--- src/rtl/move_seq.sv ---
`default_nettype none
// ============================================================================
// Module      : move_seq
// Description : Command sequencer ahead of RemoteComm. Buffers up to DEPTH
//               16-bit Knight commands and issues them one at a time over the
//               send_cmd/cmd_sent handshake. After each command it checks the
//               response byte against ACK. It aborts on a bad response, on an
//               early resp_rdy, or on a per-command timeout.
// Revision    : 1.0 - initial release
// ============================================================================
module move_seq #(
  parameter int unsigned      DEPTH = 16,
  parameter int unsigned      TMO_W = 24,
  parameter logic [TMO_W-1:0] TMO   = 24'd10_000_000,
  parameter logic [7:0]       ACK   = 8'hA5,
  localparam int unsigned     AW    = $clog2(DEPTH)
) (
  input  logic          clk,
  input  logic          rst,
  input  logic          wr_en_i,
  input  logic [15:0]   wr_data_i,
  input  logic          start_i,
  input  logic          clr_i,
  output logic [15:0]   cmd_o,
  output logic          send_cmd_o,
  input  logic          cmd_sent_i,
  input  logic          resp_rdy_i,
  input  logic [7:0]    resp_i,
  output logic          busy_o,
  output logic          done_o,
  output logic          err_o,
  output logic [1:0]    err_code_o,
  output logic [AW-1:0] cmd_idx_o,
  output logic [AW:0]   count_o,
  output logic          ovfl_o
);

  localparam logic [AW:0]      c_depth_cnt = (AW+1)'(DEPTH);
  localparam logic [TMO_W-1:0] c_tmo_last  = TMO - 1'b1;

  localparam logic [1:0] c_err_resp  = 2'd1;
  localparam logic [1:0] c_err_tmo   = 2'd2;
  localparam logic [1:0] c_err_early = 2'd3;

  typedef enum logic [2:0] {
    S_IDLE      = 3'd0,
    S_SEND      = 3'd1,
    S_WAIT_SENT = 3'd2,
    S_WAIT_RESP = 3'd3,
    S_DONE      = 3'd4,
    S_ERR       = 3'd5
  } state_t;

  state_t           state_q;
  logic [15:0]      buf_q [DEPTH];
  logic [AW:0]      count_q;
  logic [AW-1:0]    cmd_idx_q;
  logic [15:0]      cmd_q;
  logic             send_cmd_q;
  logic             busy_q;
  logic             done_q;
  logic             err_q;
  logic [1:0]       err_code_q;
  logic             ovfl_q;
  logic [TMO_W-1:0] tmo_q;
  logic             sent_s1_q;
  logic             sent_s2_q;

  logic             idle_like;
  logic             full;
  logic             wr_accept;
  logic             wr_drop_full;
  logic [AW:0]      count_d;
  logic [AW:0]      last_idx;
  logic [AW-1:0]    next_idx;
  logic [15:0]      first_cmd;
  logic             is_last;
  logic             sent_rise;
  logic             tmo_hit;
  logic             resp_ok;

  // Writes are only meaningful while no sequence is running; clr wins.
  assign idle_like    = (state_q == S_IDLE) || (state_q == S_DONE) || (state_q == S_ERR);
  assign full         = (count_q == c_depth_cnt);
  assign wr_accept    = wr_en_i & ~clr_i & idle_like & ~full;
  assign wr_drop_full = wr_en_i & ~clr_i & idle_like & full;
  assign count_d      = count_q + {{AW{1'b0}}, wr_accept};

  // A write landing in the same cycle as start from an empty buffer is entry 0.
  assign first_cmd    = (count_q == '0) ? wr_data_i : buf_q[0];

  assign last_idx     = count_q - 1'b1;
  assign is_last      = ({1'b0, cmd_idx_q} == last_idx);
  assign next_idx     = cmd_idx_q + 1'b1;

  // cmd_sent is a level; only a fresh low-to-high transition counts.
  assign sent_rise    = sent_s1_q & ~sent_s2_q;
  assign tmo_hit      = (tmo_q == c_tmo_last);
  assign resp_ok      = (resp_i == ACK);

  // Command buffer storage; contents survive start so a list can be replayed.
  always_ff @(posedge clk) begin
    if (wr_accept && !rst) begin
      buf_q[count_q[AW-1:0]] <= wr_data_i;
    end
  end

  // Sequencer FSM together with every registered output.
  always_ff @(posedge clk) begin
    if (rst) begin
      state_q    <= S_IDLE;
      cmd_q      <= '0;
      send_cmd_q <= 1'b0;
      busy_q     <= 1'b0;
      done_q     <= 1'b0;
      err_q      <= 1'b0;
      err_code_q <= 2'd0;
      cmd_idx_q  <= '0;
      count_q    <= '0;
      ovfl_q     <= 1'b0;
      tmo_q      <= '0;
      sent_s1_q  <= 1'b0;
      sent_s2_q  <= 1'b0;
    end else begin
      sent_s1_q  <= cmd_sent_i;
      sent_s2_q  <= sent_s1_q;
      send_cmd_q <= 1'b0;

      if (clr_i) begin
        // Abort and empty the buffer; cmd keeps its last value.
        state_q    <= S_IDLE;
        busy_q     <= 1'b0;
        done_q     <= 1'b0;
        err_q      <= 1'b0;
        err_code_q <= 2'd0;
        cmd_idx_q  <= '0;
        count_q    <= '0;
        ovfl_q     <= 1'b0;
        tmo_q      <= '0;
      end else begin
        count_q <= count_d;
        if (wr_drop_full) begin
          ovfl_q <= 1'b1;
        end

        case (state_q)
          S_IDLE, S_DONE, S_ERR: begin
            if (start_i) begin
              done_q     <= 1'b0;
              err_q      <= 1'b0;
              err_code_q <= 2'd0;
              cmd_idx_q  <= '0;
              if (count_d == '0) begin
                state_q <= S_DONE;
                done_q  <= 1'b1;
              end else begin
                state_q    <= S_SEND;
                busy_q     <= 1'b1;
                send_cmd_q <= 1'b1;
                cmd_q      <= first_cmd;
                tmo_q      <= '0;
              end
            end
          end

          // The send cycle counts towards the per-command timeout.
          S_SEND: begin
            state_q <= S_WAIT_SENT;
            tmo_q   <= tmo_q + 1'b1;
          end

          S_WAIT_SENT: begin
            if (resp_rdy_i) begin
              state_q    <= S_ERR;
              busy_q     <= 1'b0;
              err_q      <= 1'b1;
              err_code_q <= c_err_early;
            end else if (tmo_hit) begin
              state_q    <= S_ERR;
              busy_q     <= 1'b0;
              err_q      <= 1'b1;
              err_code_q <= c_err_tmo;
            end else begin
              tmo_q <= tmo_q + 1'b1;
              if (sent_rise) begin
                state_q <= S_WAIT_RESP;
              end
            end
          end

          // A response arriving on the expiry cycle still counts.
          S_WAIT_RESP: begin
            if (resp_rdy_i) begin
              if (!resp_ok) begin
                state_q    <= S_ERR;
                busy_q     <= 1'b0;
                err_q      <= 1'b1;
                err_code_q <= c_err_resp;
              end else if (is_last) begin
                state_q <= S_DONE;
                busy_q  <= 1'b0;
                done_q  <= 1'b1;
              end else begin
                state_q    <= S_SEND;
                cmd_idx_q  <= next_idx;
                cmd_q      <= buf_q[next_idx];
                send_cmd_q <= 1'b1;
                tmo_q      <= '0;
              end
            end else if (tmo_hit) begin
              state_q    <= S_ERR;
              busy_q     <= 1'b0;
              err_q      <= 1'b1;
              err_code_q <= c_err_tmo;
            end else begin
              tmo_q <= tmo_q + 1'b1;
            end
          end

          default: begin
            state_q <= S_IDLE;
            busy_q  <= 1'b0;
          end
        endcase
      end
    end
  end

  assign cmd_o      = cmd_q;
  assign send_cmd_o = send_cmd_q;
  assign busy_o     = busy_q;
  assign done_o     = done_q;
  assign err_o      = err_q;
  assign err_code_o = err_code_q;
  assign cmd_idx_o  = cmd_idx_q;
  assign count_o    = count_q;
  assign ovfl_o     = ovfl_q;

endmodule
`default_nettype wire

--- config.mk ---
export PLATFORM = sky130hd
export DESIGN_NAME = move_seq
export DESIGN_NICKNAME = d
export VERILOG_FILES = /design/src/rtl/move_seq.sv
export SDC_FILE = /design/constraint.sdc
export NUM_CORES = 1
export LEC_CHECK = 0
export ABC_CLOCK_PERIOD_IN_PS = 2500
export CORE_MARGIN = 1
export CORE_UTILIZATION = 45
export DETAILED_ROUTE_END_ITERATION = 10
export PLACE_DENSITY = 0.73
export REMOVE_ABC_BUFFERS = 1
export SETUP_SLACK_MARGIN = 0.2
export SYNTH_ARGS = -nofsm -noshare
export SYNTH_HDL_FRONTEND = slang
export SYNTH_SLANG_ARGS = --single-unit
--- constraint.sdc ---
create_clock -name clk -period 2.5 [get_ports clk]
set_input_delay 0.5 -clock clk [delete_from_list [all_inputs] [get_ports clk]]
set_output_delay 0.5 -clock clk [all_outputs]
set_load 0.02 [all_outputs]
==> results.py <==
metrics = {
    "route": {
        "drt-total-wl_um": 34900,
        "drc": 0,
        "wl_met2_um": 16900,
        "dr.pass1.iters": 6,
        "top_layer": "met4",
        "wl_met3_um": 3270,
        "post_drt_via_cell_ratio": 5.90,
        "detail-route-antenna-nets": 0,
        "post_drt_wl_per_cell_um": 23.1,
        "num_vias": 8912,
        "dr.first_iter.drc_count": 1042,
        "drt-met1-wl_um": 13800,
    },
    "clocking": {
        "clkSlewWorstSetupHoldPaths_ps": 60,
        "h-tree-depth": 2,
        "cts_tree": "yes",
        "cts_max_path_buffers": 3,
        "clock_latency_ps": 520,
        "hold_buffers": 0,
        "cts-root-buf": "clkbuf_16",
        "cts_num_sinks": 317,
        "cts_made_buffers": 34,
    },
    "synthesis": {
        "synth-seq-cells": 317,
        "synthCells": 911,
        "synth_async_sr_flop_share_pct": 0,
        "syn_area_per_cell_um2": 14.7,
        "synth_flop_cell": "edfxtp_1",
        "ys_seq_area_share_pct": 66.6,
        "syn-cell-area_um2": 13400,
        "synth_cell_types": 70,
        "synth_edf_count": 256,
        "yosysWarningCount": 0,
    },
    "place": {
        "pre_cts_slack_ps": -561,
        "gp_congestion": 0.844,
        "post-dp-hpwl_um": 20400,
        "portBuffers": 62,
    },
    "global_route": {
        "antenna_found_initial": 0,
        "grt_first_pass_wirelength_um": 51600,
        "grtUsageTotal_pct": 22.6,
        "grt.overflow.total": 0,
        "grt_pass1_vias": 8809,
        "grt_max_degree": 36,
    },
    "power_and_ir_drop": {
        "comb_power_share_pct": 4.3,
        "leakage_nw": 5.78,
        "p_sw_share_pct": 20.7,
        "pwr-share-clk_pct": 44.4,
        "ir_worst_vdd_mv": 0.393,
        "intPower_mw": 8.87,
        "p_seq_share_pct": 51.3,
        "powerDensity_nw_per_um2": 646,
        "p_sw_mw": 2.31,
    },
    "sta": {
        "clock_skew_ps": 22.8,
        "setup_slack_ps": -59.0,
        "min_period_ps": 2560,
        "slew_headroom_pct": 33.2,
        "fmax_mhz": 391,
        "fin_crit_sh_pct": 102,
        "hold_viol": 0,
        "worstMarginPinSlew_ps": 997,
        "tns_ps": -416,
        "setup_viol": 11,
        "rsz0062_at_grt": "yes",
        "slew_viol_final": 0,
    },
    "setup_path": {
        "crit_required_ps": 2900,
        "critPathKind": "reg2reg",
        "crit_fanout": 7,
        "worstPathArrival_ps": 2960,
        "rr_startpoint": "count_o[1]$_SDFF_PP0_",
        "end_kind": "flip-flop",
        "worst_r2r_path_depth": 14,
        "crit_path_start_kind": "flip-flop",
        "r2r_end": "tmo_q[4]$_SDFFE_PP0P_",
        "r2r_slack_ps": -60,
    },
    "worst_hold_path": {
        "whs_path_depth": 1,
        "hold_end": "cmd_o[8]$_SDFFE_PP0P_",
        "hold_class": "reg2reg",
        "hp-start": "cmd_o[8]$_SDFFE_PP0P_",
    },
    "cells_and_area": {
        "antenna_cells": 0,
        "syn_to_final_growth_pct": 29.2,
        "drive_above_1_share_pct": 32.5,
        "final_nets": 1142,
    },
    "floorplanning": {
        "io-pin-count": 63,
        "die_y_um": 174,
        "dieArea_um2": 30400,
        "start_util_pct": 46.1,
        "row_count": 62,
        "coreArea_um2": 29000,
        "die_w_um": 174,
    },
    "run": {
        "cap_violations": 0,
    },
    "outcome": {
        "status": "finished with violations",
        "violations": "negative setup slack",
    },
}
[flip-flops by register name, indices dropped and copies added, names as in the netlist]
signal      count
count_o         5
ovfl_o          1
cmd_idx_o       4
sent_s1_q       1
done_o          1
err_code_o      2
send_cmd_o      1
state_q         3
err_o           1
tmo_q          24
buf_q         256
cmd_o          16
sent_s2_q       1
busy_o          1
[synthesized netlist by cell type, drive strengths merged (8+ instances only)]
cell,instances,share of area [%]
a21oi,25,0.93
a31oi,8,0.49
and3,9,0.43
buf,21,1.1
clkbuf,23,0.64
dfxtp,61,9.1
edfxtp,256,57
ha,9,0.84
mux4,64,11
nand2,128,3.6
nand3,85,3.3
nor2,58,1.7
nor3,13,0.65
o211ai,8,0.67
o21ai,20,0.92
o2bb2ai,16,1.0
o31ai,8,0.45
[power groups by stage]
stage	registers, mW	logic, mW	clock network (mW)
global placement	5.84	0.405	0
floorplan	5.86	0.138	0
detailed placement	5.84	0.415	0
finish	5.73	0.480	4.96
global route	5.73	0.511	5.23
CTS	5.73	0.429	5.01
[worst max-delay path by stage]
stage / startpoint / endpoint / cells past startpoint
floorplan: cmd_idx_o[0]$_SDFFE_PP0P_ / cmd_o[14]$_SDFFE_PP0P_ / 6
global placement: clr_i / tmo_q[21]$_SDFFE_PP0P_ / 15
detailed placement: clr_i / tmo_q[21]$_SDFFE_PP0P_ / 15
CTS: count_o[0]$_SDFF_PP0_ / tmo_q[16]$_SDFFE_PP0P_ / 14
global route: count_o[1]$_SDFF_PP0_ / tmo_q[4]$_SDFFE_PP0P_ / 14
finish: count_o[1]$_SDFF_PP0_ / tmo_q[4]$_SDFFE_PP0P_ / 14
[metrics by stage]
stage	total power, mW	instance area, um2	std cells	hold WS, ps	util (%)
after floorplan	6.00	13200	867	412	-
after global placement	6.25	15400	1424	445	53.0
after detailed placement	6.26	15400	1424	452	53.0
after CTS	11.2	16700	1491	465	57.6
after global routing	11.5	17300	1510	484	59.6
final	11.2	17300	1510	461	59.6
[layout make-up]
cell class                      count  area [um2]
Multi-Input combinational cell    544        4750
Timing Repair Buffer              198        2020
Clock inverter                     13         166
Sequential cell                   317        8920
Fill cell                        2120       11700
Inverter                            7        28.8
Tap cell                          384         480
Clock buffer                       47         931
[cell families (layout without fill, tap and decap cells)]
logic type      count (synthesis)  in the layout  synth area share (%)
simple gates                  347            347                  12.7
flops                         317            317                  66.6
compound gates                106            107                  6.09
mux                            69             69                  11.2
buf+inv                        51            265                  1.93
xor+xnor                       12             12                 0.785
fa+ha+maj                       9              9                 0.841
[repair_timing]
item | 4_1_cts | 5_1_grt
gates resized for setup | 36 | 85
buffers inserted | 4 | 12
setup endpoints to repair | 47 | 303
pin swaps | 2 | 25
cloned | 3 | 7
[critical path: stages, from the launching register on]
cell	delay, ps
dfxtp_2	330
inv_2	80
ha_4	160
nand3_4	60
nor2b_4	140
ha_4	160
ha_4	290
nor3_2	40
mux2i_2	160
a211oi_2	120
buf_4	150
a211o_4	320
buf_4	160
o31ai_2	170
a21oi_1	90
[layout by cell type, fill, tap and decap left out, types with 5 or more instances in the layout]
cell,netlist,routed
clkbuf_16,0,39
a31oi_1,7,7
a21oi_1,25,14
dfxtp_1,61,56
nor2_4,0,16
buf_12,0,18
nor3_1,10,6
o21ai_0,16,11
o2bb2ai_1,16,10
and2_1,7,7
a21oi_2,0,10
nor2_1,53,34
buf_4,2,97
clkdlybuf4s50_1,0,61
nand2b_1,7,7
nor2_2,5,8
xnor2_1,7,6
o211ai_2,6,6
o2bb2ai_2,0,6
nand3b_1,5,5
mux4_2,64,64
nor2b_1,7,5
and3_1,8,8
clkbuf_1,23,11
nand2_1,128,122
nor3_2,2,6
clkinv_2,0,6
nand3_1,84,80
buf_6,6,12
edfxtp_1,256,256
[per-layer routing]
layer	track usage [%]	vias to the layer above
li1	-	3914
met1	31.6	4407
met2	35.7	500
met3	4.09	91
met4	7.38	0
met5	0	-
Note: power is estimated with default switching activity, not from simulation.
